File: src/rtl/moore_pkg.sv
// Shared helpers for the sequence detector: state sizing, the pattern-derived
// transition tables evaluated at elaboration, and the saturating counter step.
package moore_pkg;

    localparam int MAX_LEN = 16;

    function automatic int state_w(int len);
        return $clog2(len + 1);
    endfunction

    // Bit m of the pattern in arrival order (m = 0 is the first bit received).
    function automatic logic pat_bit(logic [MAX_LEN-1:0] pat, int len, int m);
        return logic'((pat >> (len - 1 - m)) & MAX_LEN'(1));
    endfunction

    // Progress after appending bit b to the first k matched pattern bits (k < len):
    // the longest pattern prefix that is a suffix of that string.
    function automatic int next_state(logic [MAX_LEN-1:0] pat, int len, int k, logic b);
        logic [MAX_LEN:0] s;
        logic             ok;
        int               res;
        s   = (MAX_LEN+1)'(b) << k;
        res = 0;
        for (int m = 0; m < k; m++)
            s = s | ((MAX_LEN+1)'(pat_bit(pat, len, m)) << m);
        for (int j = 1; j <= k + 1; j++) begin
            ok = 1'b1;
            for (int t = 0; t < j; t++)
                if (((s >> (k + 1 - j + t)) & (MAX_LEN+1)'(1)) != (MAX_LEN+1)'(pat_bit(pat, len, t)))
                    ok = 1'b0;
            if (ok) res = j;
        end
        return res;
    endfunction

    // Longest proper prefix of the pattern that is also a suffix of it.
    function automatic int border(logic [MAX_LEN-1:0] pat, int len);
        logic ok;
        int   res;
        res = 0;
        for (int j = 1; j < len; j++) begin
            ok = 1'b1;
            for (int t = 0; t < j; t++)
                if (pat_bit(pat, len, t) != pat_bit(pat, len, len - j + t)) ok = 1'b0;
            if (ok) res = j;
        end
        return res;
    endfunction

    function automatic logic [MAX_LEN-1:0] sat_inc(logic [MAX_LEN-1:0] v, int w);
        logic [MAX_LEN:0] max_v;
        max_v = ((MAX_LEN+1)'(1) << w) - (MAX_LEN+1)'(1);
        return ({1'b0, v} == max_v) ? v : v + MAX_LEN'(1);
    endfunction

endpackage

File: src/rtl/moore_seq_detector_if.sv
// Control, per-lane serial inputs and status/counter outputs of the detector.
interface moore_seq_detector_if #(
    parameter int CHANNELS = 4,
    parameter int CNT_W    = 8
);
    logic                      en;
    logic                      clear;
    logic [CHANNELS-1:0]       in_valid;
    logic [CHANNELS-1:0]       in;
    logic [CHANNELS-1:0]       out_S;
    logic [CHANNELS*CNT_W-1:0] hit_cnt;
    logic                      any_hit;

    modport master (output en, clear, in_valid, in, input out_S, hit_cnt, any_hit);
    modport slave  (input en, clear, in_valid, in, output out_S, hit_cnt, any_hit);
endinterface

File: src/rtl/moore_seq_lane.sv
// One detector lane: match-progress register driven by an elaboration-time
// transition table, Moore flag, and saturating hit counter.
module moore_seq_lane
    import moore_pkg::*;
#(
    parameter int             LEN     = 4,
    parameter logic [LEN-1:0] PATTERN = 4'b1011,
    parameter bit             OVERLAP = 1'b1,
    parameter int             CNT_W   = 8
) (
    input  logic             clk,
    input  logic             reset,
    input  logic             i_en,
    input  logic             i_clear,
    input  logic             i_valid,
    input  logic             i_bit,
    output logic             o_flag,
    output logic [CNT_W-1:0] o_cnt
);
    localparam int ST_W    = state_w(LEN);
    localparam int TBL_N   = 2 ** (ST_W + 1);
    localparam int RESTART = OVERLAP ? border(MAX_LEN'(PATTERN), LEN) : 0;

    logic [ST_W-1:0]  r_state;
    logic [CNT_W-1:0] r_cnt;
    logic [ST_W-1:0]  w_next_tbl [TBL_N];
    logic [ST_W-1:0]  w_next;

    // Table indexed by {state, bit}; a full match restarts from RESTART before
    // the new bit is applied, and unreachable encodings fall back to S0.
    for (genvar g = 0; g < TBL_N; g++) begin : g_tbl
        localparam int K    = g / 2;
        localparam int KEFF = (K >= LEN) ? RESTART : K;
        localparam int NXT  = (K > LEN) ? 0 : next_state(MAX_LEN'(PATTERN), LEN, KEFF, logic'(g % 2));
        assign w_next_tbl[g] = ST_W'(NXT);
    end

    assign w_next = w_next_tbl[{r_state, i_bit}];

    // NOTE: state and counter use non-blocking assignments so every lane
    // samples the pre-edge values regardless of evaluation order.
    always_ff @(posedge clk or negedge reset) begin
        if (!reset) begin
            r_state <= '0;
            r_cnt   <= '0;
        end else if (i_clear) begin
            r_state <= '0;
            r_cnt   <= '0;
        end else if (i_en && i_valid) begin
            r_state <= w_next;
            if (w_next == ST_W'(LEN))
                r_cnt <= CNT_W'(sat_inc(MAX_LEN'(r_cnt), CNT_W));
        end
    end

    assign o_flag = (r_state == ST_W'(LEN));
    assign o_cnt  = r_cnt;

endmodule

File: src/rtl/moore_seq_detector.sv
// Multi-lane Moore sequence detector: CHANNELS independent lanes sharing one
// pattern, with a combined any-hit flag.
module moore_seq_detector #(
    parameter int             CHANNELS = 4,
    parameter int             LEN      = 4,
    parameter logic [LEN-1:0] PATTERN  = 4'b1011,
    parameter bit             OVERLAP  = 1'b1,
    parameter int             CNT_W    = 8
) (
    input  logic                 clk,
    input  logic                 reset,
    moore_seq_detector_if.slave  bus
);
    logic [CHANNELS-1:0] w_flags;

    for (genvar i = 0; i < CHANNELS; i++) begin : g_lane
        moore_seq_lane #(
            .LEN     (LEN),
            .PATTERN (PATTERN),
            .OVERLAP (OVERLAP),
            .CNT_W   (CNT_W)
        ) u_lane (
            .clk     (clk),
            .reset   (reset),
            .i_en    (bus.en),
            .i_clear (bus.clear),
            .i_valid (bus.in_valid[i]),
            .i_bit   (bus.in[i]),
            .o_flag  (w_flags[i]),
            .o_cnt   (bus.hit_cnt[i*CNT_W +: CNT_W])
        );
    end

    assign bus.out_S   = w_flags;
    assign bus.any_hit = |w_flags;

endmodule

File: src/flat_wrapper.sv
// flat-port wrapper written by rule: the top's interface ports become plain ports
module moore_seq_detector_flat 
#(
    parameter int             CHANNELS = 4,
    parameter int             LEN      = 4,
    parameter logic [LEN-1:0] PATTERN  = 4'b1011,
    parameter bit             OVERLAP  = 1'b1,
    parameter int             CNT_W    = 8
)
  (clk, reset, bus_en, bus_clear, bus_in_valid, bus_in, bus_out_S, bus_hit_cnt, bus_any_hit);
  moore_seq_detector_if #(.CHANNELS(CHANNELS), .CNT_W(CNT_W)) bus_i ();
  input  logic clk;
  input  logic reset;
  input wire logic [$bits(bus_i.en)-1:0] bus_en;
  input wire logic [$bits(bus_i.clear)-1:0] bus_clear;
  input wire logic [$bits(bus_i.in_valid)-1:0] bus_in_valid;
  input wire logic [$bits(bus_i.in)-1:0] bus_in;
  output wire logic [$bits(bus_i.out_S)-1:0] bus_out_S;
  output wire logic [$bits(bus_i.hit_cnt)-1:0] bus_hit_cnt;
  output wire logic [$bits(bus_i.any_hit)-1:0] bus_any_hit;
  assign bus_i.en = bus_en;
  assign bus_i.clear = bus_clear;
  assign bus_i.in_valid = bus_in_valid;
  assign bus_i.in = bus_in;
  assign bus_out_S = bus_i.out_S;
  assign bus_hit_cnt = bus_i.hit_cnt;
  assign bus_any_hit = bus_i.any_hit;
  moore_seq_detector #(.CHANNELS(CHANNELS), .LEN(LEN), .PATTERN(PATTERN), .OVERLAP(OVERLAP), .CNT_W(CNT_W)) u_core (.clk(clk), .reset(reset), .bus(bus_i));
endmodule
File: config.mk
export PLATFORM = sky130hd
export DESIGN_NAME = moore_seq_detector_flat
export DESIGN_NICKNAME = d
export VERILOG_FILES = /design/src/rtl/moore_pkg.sv /design/src/rtl/moore_seq_detector_if.sv /design/src/rtl/moore_seq_lane.sv /design/src/rtl/moore_seq_detector.sv /design/src/flat_wrapper.sv
export SDC_FILE = /design/constraint.sdc
export NUM_CORES = 1
export LEC_CHECK = 0
export CORE_MARGIN = 2
export CORE_UTILIZATION = 39
export CTS_BUF_LIST = sky130_fd_sc_hd__clkbuf_2 sky130_fd_sc_hd__clkbuf_4 sky130_fd_sc_hd__clkbuf_8
export CTS_CLUSTER_SIZE = 10
export DETAILED_ROUTE_END_ITERATION = 8
export HOLD_SLACK_MARGIN = 0.05
export PLACE_DENSITY = 0.71
export SYNTH_ARGS = -nofsm -noshare
export SYNTH_HDL_FRONTEND = slang
export SYNTH_SLANG_ARGS = --single-unit
File: constraint.sdc
create_clock -name clk -period 2.6 [get_ports clk]
set_input_delay 0.52 -clock clk [delete_from_list [all_inputs] [get_ports clk]]
set_output_delay 0.52 -clock clk [all_outputs]
set_load 0.01 [all_outputs]
# Yosys cells after proc, flatten, opt, wreduce, memory -nomap -nowiden
# Memory sizes are Yosys's and may differ from the RTL's.
# Cells that the tools add are included.
[totals] regBits=44 latch_bits=0 mem_bits_rw=0 rom_bits=192 inputBits=12 output_inout_bits=37 wordCells=89 mem_count=4
[op_classes] add_sub_neg=4 mul=0 n_div=0 order_cmp=4 n_eq_ne=16 shift=0 muxes=32 bitwise_logic=4 reduce_logical=17
[memory_table] name="(name not given)" words=16 width=3 rd=1 rd_clocked_by_memory_dff=0 wr=0 line_no="moore_seq_lane.sv:38" text="assign w_next = w_next_tbl[{r_state, i_bit}];"
[memory_table] name="(name not given)" words=16 width=3 rd=1 rd_clocked_by_memory_dff=0 wr=0 line_no="moore_seq_lane.sv:38"
[memory_table] name="(name not given)" words=16 width=3 rd=1 rd_clocked_by_memory_dff=0 wr=0 line_no="moore_seq_lane.sv:38"
[memory_table] name="(name not given)" words=16 width=3 rd=1 rd_clocked_by_memory_dff=0 wr=0 line_no="moore_seq_lane.sv:38"
[ops] op="two-way mux 8 bit" count=16
[ops] op="two-way mux 3 bit" count=16
[ops] op="adder 8 x 1 -> 8 bit (second input constant)" count=4
[ops] op="== test 8 bit (second input constant)" count=4
[ops] op="== test 3 bit (second input constant)" count=8
[ops] op="greater-or-equal comparator 5 bit (second input constant)" count=4
[ops] op="inverter 4 -> 5 bit" count=4
[ops] op="nonzero test 2 bit" count=8
[ops] op="AND reduction 3 bit" count=4
[ops] op="!= test 2 bit (second input constant)" count=4
[ops] op="logical AND 1 bit" count=4
[ops] op="OR reduction 4 bit" count=1

# Logic depth before layout (Yosys ltp)
[depth] word_depth=8 ltp_mapped=8 mapped_depth_nobuf=7

# Cells and area by module
# Synthesis repeated with hierarchy kept, for this count alone.
[unflattened] cells_unflattened=313 hier_area_um2=2985.4
[by_module_without_submodules] module="moore_seq_lane" n_inst=4 cells_per_inst=78 area_per_inst_um2=744.5 seq_area_each_um2=275.3
[by_module_without_submodules] module="moore_seq_detector" n_inst=1 cells_per_inst=1 area_per_inst_um2=7.5 seq_area_each_um2=0.0

# Worst setup path before layout
# OpenSTA, ideal clock, no wires.
[synth_path] kind="input-to-reg" from="input port bus_in[0]" to="register u_core.g_lane[0].u_lane.r_cnt[5]" setup_time_ns=0.078 arrival_ns=2.124 required_time_ns=2.522 slack_ns=0.398 path_stages=7 n_path_buf=1 path_cell_list="inv_1 > ha_1 > o2bb2ai_1 > or3_1 > clkbuf_2 > or4_1 > a21oi_1"
[synth_via] elab_chain_cells=7
[synth_lines] element="start, declared" line_no="flat_wrapper.sv:17" text="input wire logic [$bits(bus_i.in)-1:0] bus_in;"
[synth_lines] element="inverter 4 -> 5 bit (implied by the code)" line_no="moore_seq_lane.sv:38"
[synth_lines] element="memory (16 x 3 bit)"
[synth_lines] element="two-way mux 3 bit (implied by the code) (2 in series)" line_no="moore_seq_lane.sv:38"
[synth_lines] element="== test 3 bit" line_no="moore_seq_lane.sv:51" text="if (w_next == ST_W'(LEN))"
[synth_lines] element="nonzero test 2 bit (no line)"
[synth_lines] element="AND reduction 3 bit (no line)"
[synth_lines] element="end signal, assigned" line_no="moore_seq_lane.sv:52" text="r_cnt <= CNT_W'(sat_inc(MAX_LEN'(r_cnt), CNT_W));"
[synth_lines] element="end, declared" line_no="moore_seq_lane.sv:25" text="logic [CNT_W-1:0] r_cnt;"
# Every way passes these cells. The select of a mux whose other input is x is not followed.
# A chain may end at the register's enable or synchronous reset.

# Final worst setup path
[layout_path] from="register u_core.g_lane[2].u_lane.r_state[2]" to="output port bus_any_hit"
[layout_via] elab_chain_cells=2
[layout_lines] element="start, declared" line_no="moore_seq_lane.sv:24" text="logic [ST_W-1:0] r_state;"
[layout_lines] element="start signal, assigned" line_no="moore_seq_lane.sv:50" text="r_state <= w_next;"
[layout_lines] element="== test 3 bit" line_no="moore_seq_lane.sv:56" text="assign o_flag = (r_state == ST_W'(LEN));"
[layout_lines] element="OR reduction 4 bit" line_no="moore_seq_detector.sv:35" text="assign bus.any_hit = |w_flags;"
[layout_lines] element="end, declared" line_no="flat_wrapper.sv:20" text="output wire logic [$bits(bus_i.any_hit)-1:0] bus_any_hit;"
# Every way passes these cells.

==> results.py <==
metrics = {
    "placed_design": {
        "place_congestion": 0.8206,
        "io_buffer_count": 48,
        "dp_hpwl_um": 4289,
    },
    "clock_network": {
        "cts.sinks": 44,
        "clk_pin_slew_worst_paths_ns": 0.08,
        "cts.repair.resized": 0,
        "htreeDepth": 2,
        "cts_buffers": 5,
        "clk_latency_ns": 0.29,
        "clockBufferDepth": 2,
        "cts_tree": "done",
        "postCtsSetupRepairBufs": 0,
        "ctsHoldBuffers": 0,
        "cts_root_buffer": "clkbuf_8",
    },
    "power": {
        "power_leakage_nw": 1.432,
        "vdd_ir_drop_max_v": 0.0002629,
        "totalPowerFinal_mw": 1.344,
        "p_per_area_mw_per_mm2": 396.3,
    },
    "critical_path": {
        "critPathMaxFanout": 7,
        "critPathRequiredTime_ns": 2.08,
        "cp_data_arrival_time_ns": 1.94,
        "path_class": "reg2out",
        "start_kind": "register",
        "cp-end-kind": "output port",
        "rrSetupSlack_ns": 0.45,
        "rr_worst_depth": 7,
    },
    "synth": {
        "yosysSeqAreaShare_pct": 41.30,
        "synth_seq_cells": 44,
        "syn_area_per_cell_um2": 9.455,
        "yosysWarningCount": 0,
        "syn_inst": 282,
        "synth_top_cell_by_area": "dfrtp_1",
        "synth_area_mm2": 0.002666,
        "synth.distinct_cells": 41,
        "synthTopCellsByArea": "dfrtp_1 41%, ha_1 9.4%, xnor2_1 6.2%, nor2_1 5.5%, mux2i_1 3.8%",
        "yosysTopAreaCellShare_pct": 41.30,
        "syn-num-nets": 314,
    },
    "drt": {
        "postRouteAntennaNets": 0,
        "firstDrtPassIters": 4,
        "viasPerCell": 5.370,
        "routed_wl_um": 5755,
        "wl_per_cell_um": 13.74,
        "first_iter_violations": 81,
        "num_vias": 2250,
        "drc": 0,
    },
    "sta": {
        "setup_violations": 0,
        "max-slew-margin-rel_pct": 57.86,
        "tightest_slew_ns": 0.6315,
        "period_minus_slack_ns": 2.456,
        "finalCritPeriodShare_pct": 94.46,
        "max_freq_mhz": 407.2,
        "fin_skew_ns": 0.01039,
        "slew_violations": 0,
        "grt_setup_unrepaired": "no",
        "finalHoldViolCount": 0,
    },
    "final_layout": {
        "fill_cells": 605,
        "final_core_util_pct": 50.48,
        "area_growth_pct": 27.22,
        "drive_gt1_share_pct": 7.670,
        "antennaDiodeCount": 0,
        "nNetsFinal": 370,
    },
    "global_routing": {
        "grt_max_degree": 22,
        "antenna_found_initial": 0,
        "grt_pass1_vias": 2196,
        "grt_use_total_pct": 16.48,
        "grt_first_pass_wirelength_um": 10090,
        "grt_overflow_total": 0,
    },
    "floorplanning": {
        "ios": 49,
        "die_w_um": 86.69,
        "dieArea_mm2": 0.007514,
        "rows": 30,
        "coreArea_mm2": 0.006719,
        "die_h_um": 86.69,
        "start_util_pct": 39.68,
    },
    "worst_hold_path": {
        "hold_path.class": "in2async",
    },
    "job": {
        "cap_viol_max_count": 0,
    },
    "status": {
        "status": "complete, no violations",
    },
}
[registers in the layout, summed over array words and instances (netlist names)]
signal and flops:
u_core.g_lane.u_lane.o_cnt 32, u_core.g_lane.u_lane.r_state 12
[through the flow]
| step | worst slack [ns] | cells | cell area [µm²] | TNS [ns] | hold WS (ns) |
|---|---|---|---|---|---|
| floorplan | 0.3980 | 282 | 2666 | 0 | 0.2244 |
| global placement | -0.08897 | 411 | 3281 | -0.3928 | 0.4381 |
| detailed placement | -0.1400 | 411 | 3281 | -0.7305 | 0.4348 |
| CTS | 0.1224 | 419 | 3392 | 0 | 0.1129 |
| global route | 0.03911 | 419 | 3392 | 0 | 0.1381 |
| finish | 0.1441 | 419 | 3392 | 0 | 0.1050 |
[layer usage]
metal / part of all wire, % / wire length (µm) / GRT usage [%]
met5: 0 / 0 / 0
met4: 1.4 / 80 / 4.403
met1: 49 / 2811 / 23.47
met2: 47 / 2687 / 26.15
met3: 3.1 / 176 / 2.571
[cells in the mapped netlist, drive strengths merged]
cell type	number
dfrtp	44
nor4	8
buf	5
o2111ai	1
nand3	14
nand4	3
nor3b	5
nor4b	3
o31ai	1
nand3b	4
o41ai	1
nor2b	5
nor3	9
a31o	1
nand4b	1
o2bb2ai	3
and3	8
xnor2	19
and3b	1
a21oi	13
xor2	4
or3	5
o21ai	7
a221oi	1
or4	3
inv	10
nand2	13
and2	2
nand2b	1
nor2	39
a211oi	4
ha	20
a22oi	1
and4	2
o211ai	1
clkbuf	8
mux2i	10
and4b	2
[critical path, cell delays in order, from the launching register on]
cell,delay [ns]
dfrtp_1,0.46
nor3b_1,0.19
or4_1,0.50
clkdlybuf4s50_1,0.49
[where the power goes]
part | internal (mW) | total [mW] | switching, mW | leakage, nW
Clock | 0.296 | 0.526 | 0.230 | 0.0586
Combinational | 0.0493 | 0.119 | 0.0701 | 0.763
Sequential | 0.690 | 0.699 | 0.00894 | 0.611
[logic make-up (layout without fill, tap and decap cells)]
logic type               Yosys count  count (layout)  share of synthesized area [%]
AND/OR/NAND/NOR                  128             128                          26.09
flip-flops                        44              44                          41.30
AO/OA/AOI/OAI                     34              34                          8.025
XOR/XNOR                          23              23                          7.555
buffers and inverters             23              80                          3.895
adder cells (fa/ha/maj)           20              20                          9.385
multiplexers                      10              10                          3.754
[worst paths after layout]
path                                                    startpoint                                  to
max in group asynchronous                                    reset  u_core.g_lane[1].u_lane.r_state[1]
min in group clk                  u_core.g_lane[3].u_lane.o_cnt[4]    u_core.g_lane[3].u_lane.o_cnt[4]
worst min-delay path                                         reset  u_core.g_lane[2].u_lane.r_state[0]
worst max register to register  u_core.g_lane[3].u_lane.r_state[0]    u_core.g_lane[3].u_lane.o_cnt[4]
worst max-delay path            u_core.g_lane[2].u_lane.r_state[2]                         bus_any_hit
worst min register to register    u_core.g_lane[3].u_lane.o_cnt[4]    u_core.g_lane[3].u_lane.o_cnt[4]
[final cells by class]
type                            instances  area [µm²]  area share [%]
Timing Repair Buffer                   62       580.6           17.12
Tap cell                               80       100.1           2.951
Inverter                               10       37.54           1.107
Clock buffer                            6       76.32           2.250
Sequential cell                        44        1101           32.46
Multi-Input combinational cell        215        1461           43.08
Clock inverter                          2       35.03           1.033
[cells in the final DEF (no fill, tap or decap), drive strengths merged, types with 2 or more instances in the layout]
| cell | n |
|---|---|
| ha | 20 |
| a211oi | 4 |
| or4 | 3 |
| nor3 | 9 |
| mux2i | 10 |
| dfrtp | 44 |
| clkbuf | 6 |
| a21oi | 13 |
| nor4b | 3 |
| and4b | 2 |
| xnor2 | 19 |
| nand4 | 3 |
| inv | 10 |
| nand3 | 14 |
| nand3b | 4 |
| nand2 | 13 |
| clkdlybuf4s50 | 47 |
| nor4 | 8 |
| o2bb2ai | 3 |
| nor3b | 5 |
| xor2 | 4 |
| o21ai | 7 |
| nor2b | 5 |
| and2 | 2 |
| and3 | 8 |
| nor2 | 39 |
| and4 | 2 |
| or3 | 5 |
| buf | 15 |
Power figures use the tool's default switching activity.
